File: config.mk
export PLATFORM = sky130hd
export DESIGN_NAME = serial_add_ctrl
export DESIGN_NICKNAME = d
export VERILOG_FILES = /design/src/rtl/serial_add_ctrl.sv
export SDC_FILE = /design/constraint.sdc
export NUM_CORES = 1
export LEC_CHECK = 0
export CAP_MARGIN = 10
export CORE_UTILIZATION = 45
export CTS_CLUSTER_SIZE = 12
export DETAILED_ROUTE_END_ITERATION = 8
export MAX_ROUTING_LAYER = met4
export PLACE_DENSITY = 0.73
export SYNTH_ARGS = -nofsm -noshare
export SYNTH_HDL_FRONTEND = slang
export SYNTH_HIERARCHICAL = 1
export SYNTH_SLANG_ARGS = --single-unit
File: constraint.sdc
create_clock -name clk -period 1.1 [get_ports clk]
set_input_delay 0.11 -clock clk [delete_from_list [all_inputs] [get_ports clk]]
set_output_delay 0.11 -clock clk [all_outputs]
set_load 0.02 [all_outputs]
File: src/rtl/serial_add_ctrl.sv
// Bit-serial adder controller: one full-adder cell is reused over WIDTH cycles, LSB first,
// with a valid/ready request port and a valid/ready result port.

module fa (
    input  logic a,
    input  logic b,
    input  logic cin,
    output logic sout,
    output logic cout
);
    assign sout = a ^ b ^ cin;
    assign cout = (a & b) | (cin & (a ^ b));
endmodule

module serial_add_ctrl #(
    parameter int WIDTH = 8
) (
    input  logic             clk,
    input  logic             rst_n,
    input  logic             in_valid,
    output logic             in_ready,
    input  logic [WIDTH-1:0] a,
    input  logic [WIDTH-1:0] b,
    input  logic             cin,
    output logic             out_valid,
    input  logic             out_ready,
    output logic [WIDTH-1:0] sum,
    output logic             cout,
    output logic             ovf,
    output logic             busy
);
    localparam int CNT_W = $clog2(WIDTH + 1);
    localparam logic [CNT_W-1:0] LAST_BIT = CNT_W'(WIDTH - 1);

    typedef enum logic [1:0] {S_IDLE, S_RUN, S_DONE} state_t;

    state_t             state_q, state_d;
    logic [WIDTH-1:0]   a_sr_q, a_sr_d;
    logic [WIDTH-1:0]   b_sr_q, b_sr_d;
    logic [WIDTH-1:0]   sum_sr_q, sum_sr_d;
    logic               carry_q, carry_d;
    logic               msb_cin_q, msb_cin_d;
    logic [CNT_W-1:0]   cnt_q, cnt_d;

    logic               fa_sout, fa_cout;
    logic [WIDTH-1:0]   sum_shift;

    fa u_fa (
        .a    (a_sr_q[0]),
        .b    (b_sr_q[0]),
        .cin  (carry_q),
        .sout (fa_sout),
        .cout (fa_cout)
    );

    // New sum bits enter at the MSB so the LSB-first result ends up in place after WIDTH shifts.
    generate
        if (WIDTH == 1) begin : g_w1
            assign sum_shift = fa_sout;
        end else begin : g_wn
            assign sum_shift = {fa_sout, sum_sr_q[WIDTH-1:1]};
        end
    endgenerate

    always_comb begin
        state_d   = state_q;
        a_sr_d    = a_sr_q;
        b_sr_d    = b_sr_q;
        sum_sr_d  = sum_sr_q;
        carry_d   = carry_q;
        msb_cin_d = msb_cin_q;
        cnt_d     = cnt_q;
        case (state_q)
            S_IDLE: begin
                if (in_valid) begin
                    a_sr_d   = a;
                    b_sr_d   = b;
                    carry_d  = cin;
                    cnt_d    = '0;
                    sum_sr_d = '0;
                    state_d  = S_RUN;
                end
            end
            S_RUN: begin
                a_sr_d   = a_sr_q >> 1;
                b_sr_d   = b_sr_q >> 1;
                sum_sr_d = sum_shift;
                carry_d  = fa_cout;
                cnt_d    = cnt_q + CNT_W'(1);
                if (cnt_q == LAST_BIT) begin
                    // Carry entering the MSB is needed for the signed-overflow flag.
                    msb_cin_d = carry_q;
                    state_d   = S_DONE;
                end
            end
            S_DONE: begin
                if (out_ready) begin
                    state_d = S_IDLE;
                end
            end
            default: state_d = S_IDLE;
        endcase
    end

    always_ff @(posedge clk or negedge rst_n) begin
        if (!rst_n) begin
            state_q   <= S_IDLE;
            a_sr_q    <= '0;
            b_sr_q    <= '0;
            sum_sr_q  <= '0;
            carry_q   <= 1'b0;
            msb_cin_q <= 1'b0;
            cnt_q     <= '0;
        end else begin
            state_q   <= state_d;
            a_sr_q    <= a_sr_d;
            b_sr_q    <= b_sr_d;
            sum_sr_q  <= sum_sr_d;
            carry_q   <= carry_d;
            msb_cin_q <= msb_cin_d;
            cnt_q     <= cnt_d;
        end
    end

    assign in_ready  = (state_q == S_IDLE);
    assign out_valid = (state_q == S_DONE);
    assign busy      = (state_q != S_IDLE);
    assign sum       = sum_sr_q;
    assign cout      = carry_q;
    assign ovf       = msb_cin_q ^ carry_q;

endmodule

; ---- After elaboration in Yosys (flattened, before gate mapping)
; Index checks and enable logic that the tools add are counted.
[totals]
regBits = 32
output_inout_bits = 13
in_bits = 21
[classes]
n_eq_ne = 6
n_mux = 14
bitwise = 6
n_reduce_logical = 6
n_addsub = 1
[op_table]
columns = operator, count
row1 = case mux 8 bit (2 select lines), 3
row2 = 2-to-1 mux 8 bit, 3
row3 = case mux 4 bit (2 select lines), 1
row4 = 2-to-1 mux 2 bit, 3
row5 = case mux 2 bit (3 select lines), 1
row6 = adder 4 x 1 -> 4 bit (second input constant), 1
row7 = == test 4 x 3 -> 1 bit (second input constant), 1
row8 = 2-to-1 mux 4 bit, 1
row9 = != test 2 bit (second input constant), 2
row10 = AND reduction 2 bit, 2
row11 = nonzero test 2 bit, 2
row12 = AND reduction 3 bit, 1
row13 = bitwise XOR 1 bit, 3
row14 = bitwise AND 1 bit, 2
row15 = == test 2 x 1 -> 1 bit (second input constant), 1
row16 = == test 2 bit (second input constant), 1
row17 = logical NOT 2 bit, 1
row18 = != test 2 x 1 -> 1 bit (second input constant), 1
row19 = case mux 1 bit (2 select lines), 1
row20 = 2-to-1 mux 1 bit, 1
row21 = OR 1 bit, 1

; ---- Logic depth before layout (Yosys ltp)
[logic_depth]
word_depth = 4
ltp_mapped = 5

; ---- Modules after synthesis
; The synthesis kept the hierarchy.
[modules_own_cells]
columns = module, area_each_um2, cells_each, instances
row1 = serial_add_ctrl, 1586.5, 144, 1
row2 = fa, 20.0, 1, 1

; ---- Least setup slack after synthesis
; Ideal clock, no wire load.
[synth_path]
path_kind = flip-flop to flip-flop
startpoint = register carry_q (netlist: cout)
endpoint = register sum_sr_q[7] (netlist: sum[7])
synth_period_minus_slack_ns = 1.292
arrival_ns = 1.171
setup_slack_ns = -0.192
path_stages_with_launch = 3
cell_sequence = dfrtp_1 > fa_1 > a22o_1
[synth_between]
elab_chain_cells = 2
[synth_lines]
columns = item, line_no
row1 = "start, declared", 41  ; logic carry_q, carry_d;
row2 = "start signal, assigned", 119  ; carry_q <= carry_d;
row3 = bitwise XOR 1 bit, 11  ; assign sout = a ^ b ^ cin;
row4 = named net fa_sout, 45  ; logic fa_sout, fa_cout;
row5 = case mux 8 bit (2 select lines), 73  ; case (state_q)
row6 = "end signal, assigned", 118  ; sum_sr_q <= sum_sr_d;
row7 = "end, declared", 40  ; logic [WIDTH-1:0] sum_sr_q, sum_sr_d;
; The timed path passes the listed nets, and every way through them passes these cells.
; A chain may end at the register's enable or synchronous reset.

; ---- Worst setup path after layout
[layout_path]
startpoint = register state_q[1]
endpoint = output port out_valid
[layout_between]
elab_chain_cells = 1
[layout_lines]
columns = item, line_no
row1 = "start, declared", 37  ; state_t state_q, state_d;
row2 = "start signal, assigned", 115  ; state_q <= state_d;
row3 = == test 2 bit, 126  ; assign out_valid = (state_q == S_DONE);
row4 = "end, declared", 25  ; output logic out_valid,
; Every way passes these cells.

==> impl_metrics.csv <==
group,metric,value,unit
placed_design,preCtsSetupSlack,-329.2,ps
power,p_leak,1.158,nW
yosys,synth_top_family_by_area,"compound AO/OA/AOI/OAI gates",
yosys,synthTopCellsByCount,"32 x dfrtp_1, 18 x a21oi_1, 15 x a22oi_1, 13 x and2b_2",
global_route,grt_pass1_wl,6.030,mm
yosys,synth_edf_count,0,
detailed_routing,wl,4.141,mm
timing,max_freq,775.0,MHz
floorplan,dieWidth,61.75,microns
hold_path,min_path_type,"primary input to asynchronous set/reset pin",
setup_path,path_class,"register to output pin",
yosys,synth.most_common_cell,"dfrtp_1",
detailed_routing,drc,0,
power,internal-power,0.003792,W
run_status,status,"finished with violations",
yosys,synth_compound_area_share,25.00,%
power,vdd_drop_max,1448,uV
timing,worst_pin_slew,204.2,ps
placed_design,dp_cells,241,
power,p_sw,0.002295,W
detailed_routing,wl_per_cell,15.93,microns
yosys,synth_area_leader_cell,"dfrtp_1",
placed_design,gp_congestion,0.7468,
clock_tree,clk_path_buf_depth,2,
floorplan,placementRows,21,
run,max-cap-violations,0,
clock_tree,cts-root-buf,"clkbuf_4",
timing,hold_violations,0,
power,p_clk_share,12.6,%
setup_path,r2r_cells,4,
clock_tree,clock_sinks,32,
yosys,yosysWarnings,6,
yosys,synthesis.nets,168,
floorplan,die-area,0.003813,sq mm
setup_path,crit_fanout,4,
placed_design,hpwlAfterDp,2.538,mm
clock_tree,clk_latency,330,ps
setup_path,startpoint_type,"register",
detailed_routing,ant_nets,0,
timing,slew_violations,0,
detailed_routing,num_vias,1406,
clock_tree,cts-buffers-inserted,5,
timing,rsz0062_at_grt,"yes",
power,cellPowerDensity,2475,mW/mm^2
global_route,grt_max_degree,33,
detailed_routing,vias_per_cell,5.408,
setup_path,cp.arrival,1180,ps
timing,relSlewSlack,86.36,%
clock_tree,cts_tree,"yes",
run_status,violations,"negative setup slack",
yosys,ys_seq_elements,32,
clock_tree,hold_buffers,0,
timing,setup_viol,35,
yosys,synthDistinctLibCells,32,
global_route,grt_overflow,0,
layout,nets,236,
timing,period_needed,1290,ps
yosys,synth.top_cell.area_share,49.84,%
setup_path,required,990,ps
yosys,ys_seq_area_share,49.84,%
power,p_sw_share,37.71,%
timing,clock_skew,8.980,ps
global_route,grt_usage,22.83,%
floorplan,io_pins,34,
yosys,synthArstFlopShare,100.0,%
detailed_routing,dr.pass1.iters,5,
layout,drive_gt1_share,54.67,%
yosys,yosys-top-cells-area,"dfrtp_1 50%, and2b_2 7.1%, a22oi_1 7.0%",
layout,area_growth,53.12,%
placed_design,io_buffers,33,
power,pwr-share-comb,54.1,%
power,p_seq_share,33.3,%
yosys,synth-xor-area-share,0.5452,%
detailed_routing,drtIter0Drc,36,
layout,fin_util,72.57,%
timing,timing.final.crit_share,117.3,%
yosys,syn_avg_cell_area,11.08,sq um
yosys,syn_inst,145,
yosys,syn_area,0.001607,sq mm
layout,num_antenna_cells,0,
yosys,yosys.area_share.simple,13.63,%
floorplan,start_util,47.40,%
global_route,antenna_found_initial,0,
timing,setup_slack,-190.3,ps
yosys,ys.flop_type,"dfrtp_1",
yosys,synth_mux_area_share,1.636,%
layout,instances_no_fill,260,
global_route,grt_pass1_vias,1403,
yosys,synth_fa_ha_area_share,2.025,%
floorplan,die_h,61.75,microns
clock_tree,h-tree-depth,2,
setup_path,end_kind,"output pin",
clock_tree,clkTransAtPathRegs,100,ps
floorplan,core_area,0.003390,sq mm
==> power by group through the flow <==
stage | registers, W | clock network [W] | logic, W
after CTS | 0.00198 | 0.000776 | 0.00280
final | 0.00203 | 0.000767 | 0.00329
after global placement | 0.00197 | 0 | 0.00263
after floorplan | 0.00215 | 0 | 0.00142
after global routing | 0.00210 | 0.000827 | 0.00357
after detailed placement | 0.00200 | 0 | 0.00274
==> layout by cell type, fill, tap and decap left out, drive strengths merged, types with 2 or more instances in the layout <==
master / Yosys / layout
a22o: 10 / 10
clkbuf: 2 / 9
buf: 7 / 51
inv: 2 / 2
o21ai: 19 / 19
nor2b: 2 / 2
nand2b: 2 / 2
and2b: 17 / 17
dfrtp: 32 / 32
nand2: 5 / 5
a22oi: 15 / 15
a21oi: 18 / 18
nand3: 2 / 2
mux2: 2 / 2
clkdlybuf4s50: 0 / 20
==> worst max-delay path: stages (launching register included) <==
cell	delay (ps)
dfrtp_2	450
buf_4	160
nand2b_4	60
inv_1	40
buf_4	140
==> kinds of logic (layout without fill, tap and decap cells) <==
group / count (synthesis) / count (layout)
multiplexers: 2 / 2
AND/OR/NAND/NOR: 31 / 31
AO/OA/AOI/OAI: 64 / 64
flip-flops: 32 / 32
buffers and inverters: 13 / 82
XOR/XNOR: 1 / 1
adder cells (fa/ha/maj): 2 / 2
==> layout make-up <==
class,count,area [sq um]
clock buffer,8,68.82
fill,244,929.6
inverter,2,7.507
multi-input combinational,100,867.1
sequential,32,803.3
tap,46,57.56
timing repair buffer,72,655.6
==> registers in the layout, indices dropped and copies added (netlist names) <==
signal,flops
state_q,2
cout,1
sum,8
b_sr_q,8
cnt_q,4
a_sr_q,8
msb_cin_q,1
==> per-stage QoR <==
step	hold slack, ps	setup TNS (ps)	power [W]	area, sq um
global route	162.8	-5419	0.006493	2460
CTS	151.5	-5023	0.005552	2228
detailed placement	488.0	-8428	0.004733	2113
global placement	487.5	-6871	0.004605	2113
finish	147.3	-3387	0.006087	2460
floorplan	-185.6	-912.3	0.003574	1613
==> metal layers <==
metal,share of wire [%],GRT usage (%)
met5,0,-
met4,1.6,11.75
met3,4.6,4.969
met2,50,37.02
met1,43,26.66
==> final timing paths <==
kind | startpoint | to | slack, ps
worst max-delay path | state_q[1] | out_valid | -190
worst min-delay path | rst_n | sum[5] | 150
worst max register to register | cnt_q[0] | msb_cin_q | -180
worst min register to register | b_sr_q[7] | b_sr_q[7] | 530
max in group asynchronous | rst_n | state_q[1] | 770
min in group clk | out_ready | state_q[1] | 370
==> what timing repair did <==
action / CTS / global route
setup endpoints to repair: 45 / 44
pin swaps: 1 / 36
cloned: 0 / 2
setup buffers: 3 / 6
resized for setup: 55 / 63
No activity file was read; power rests on OpenSTA's default activity.
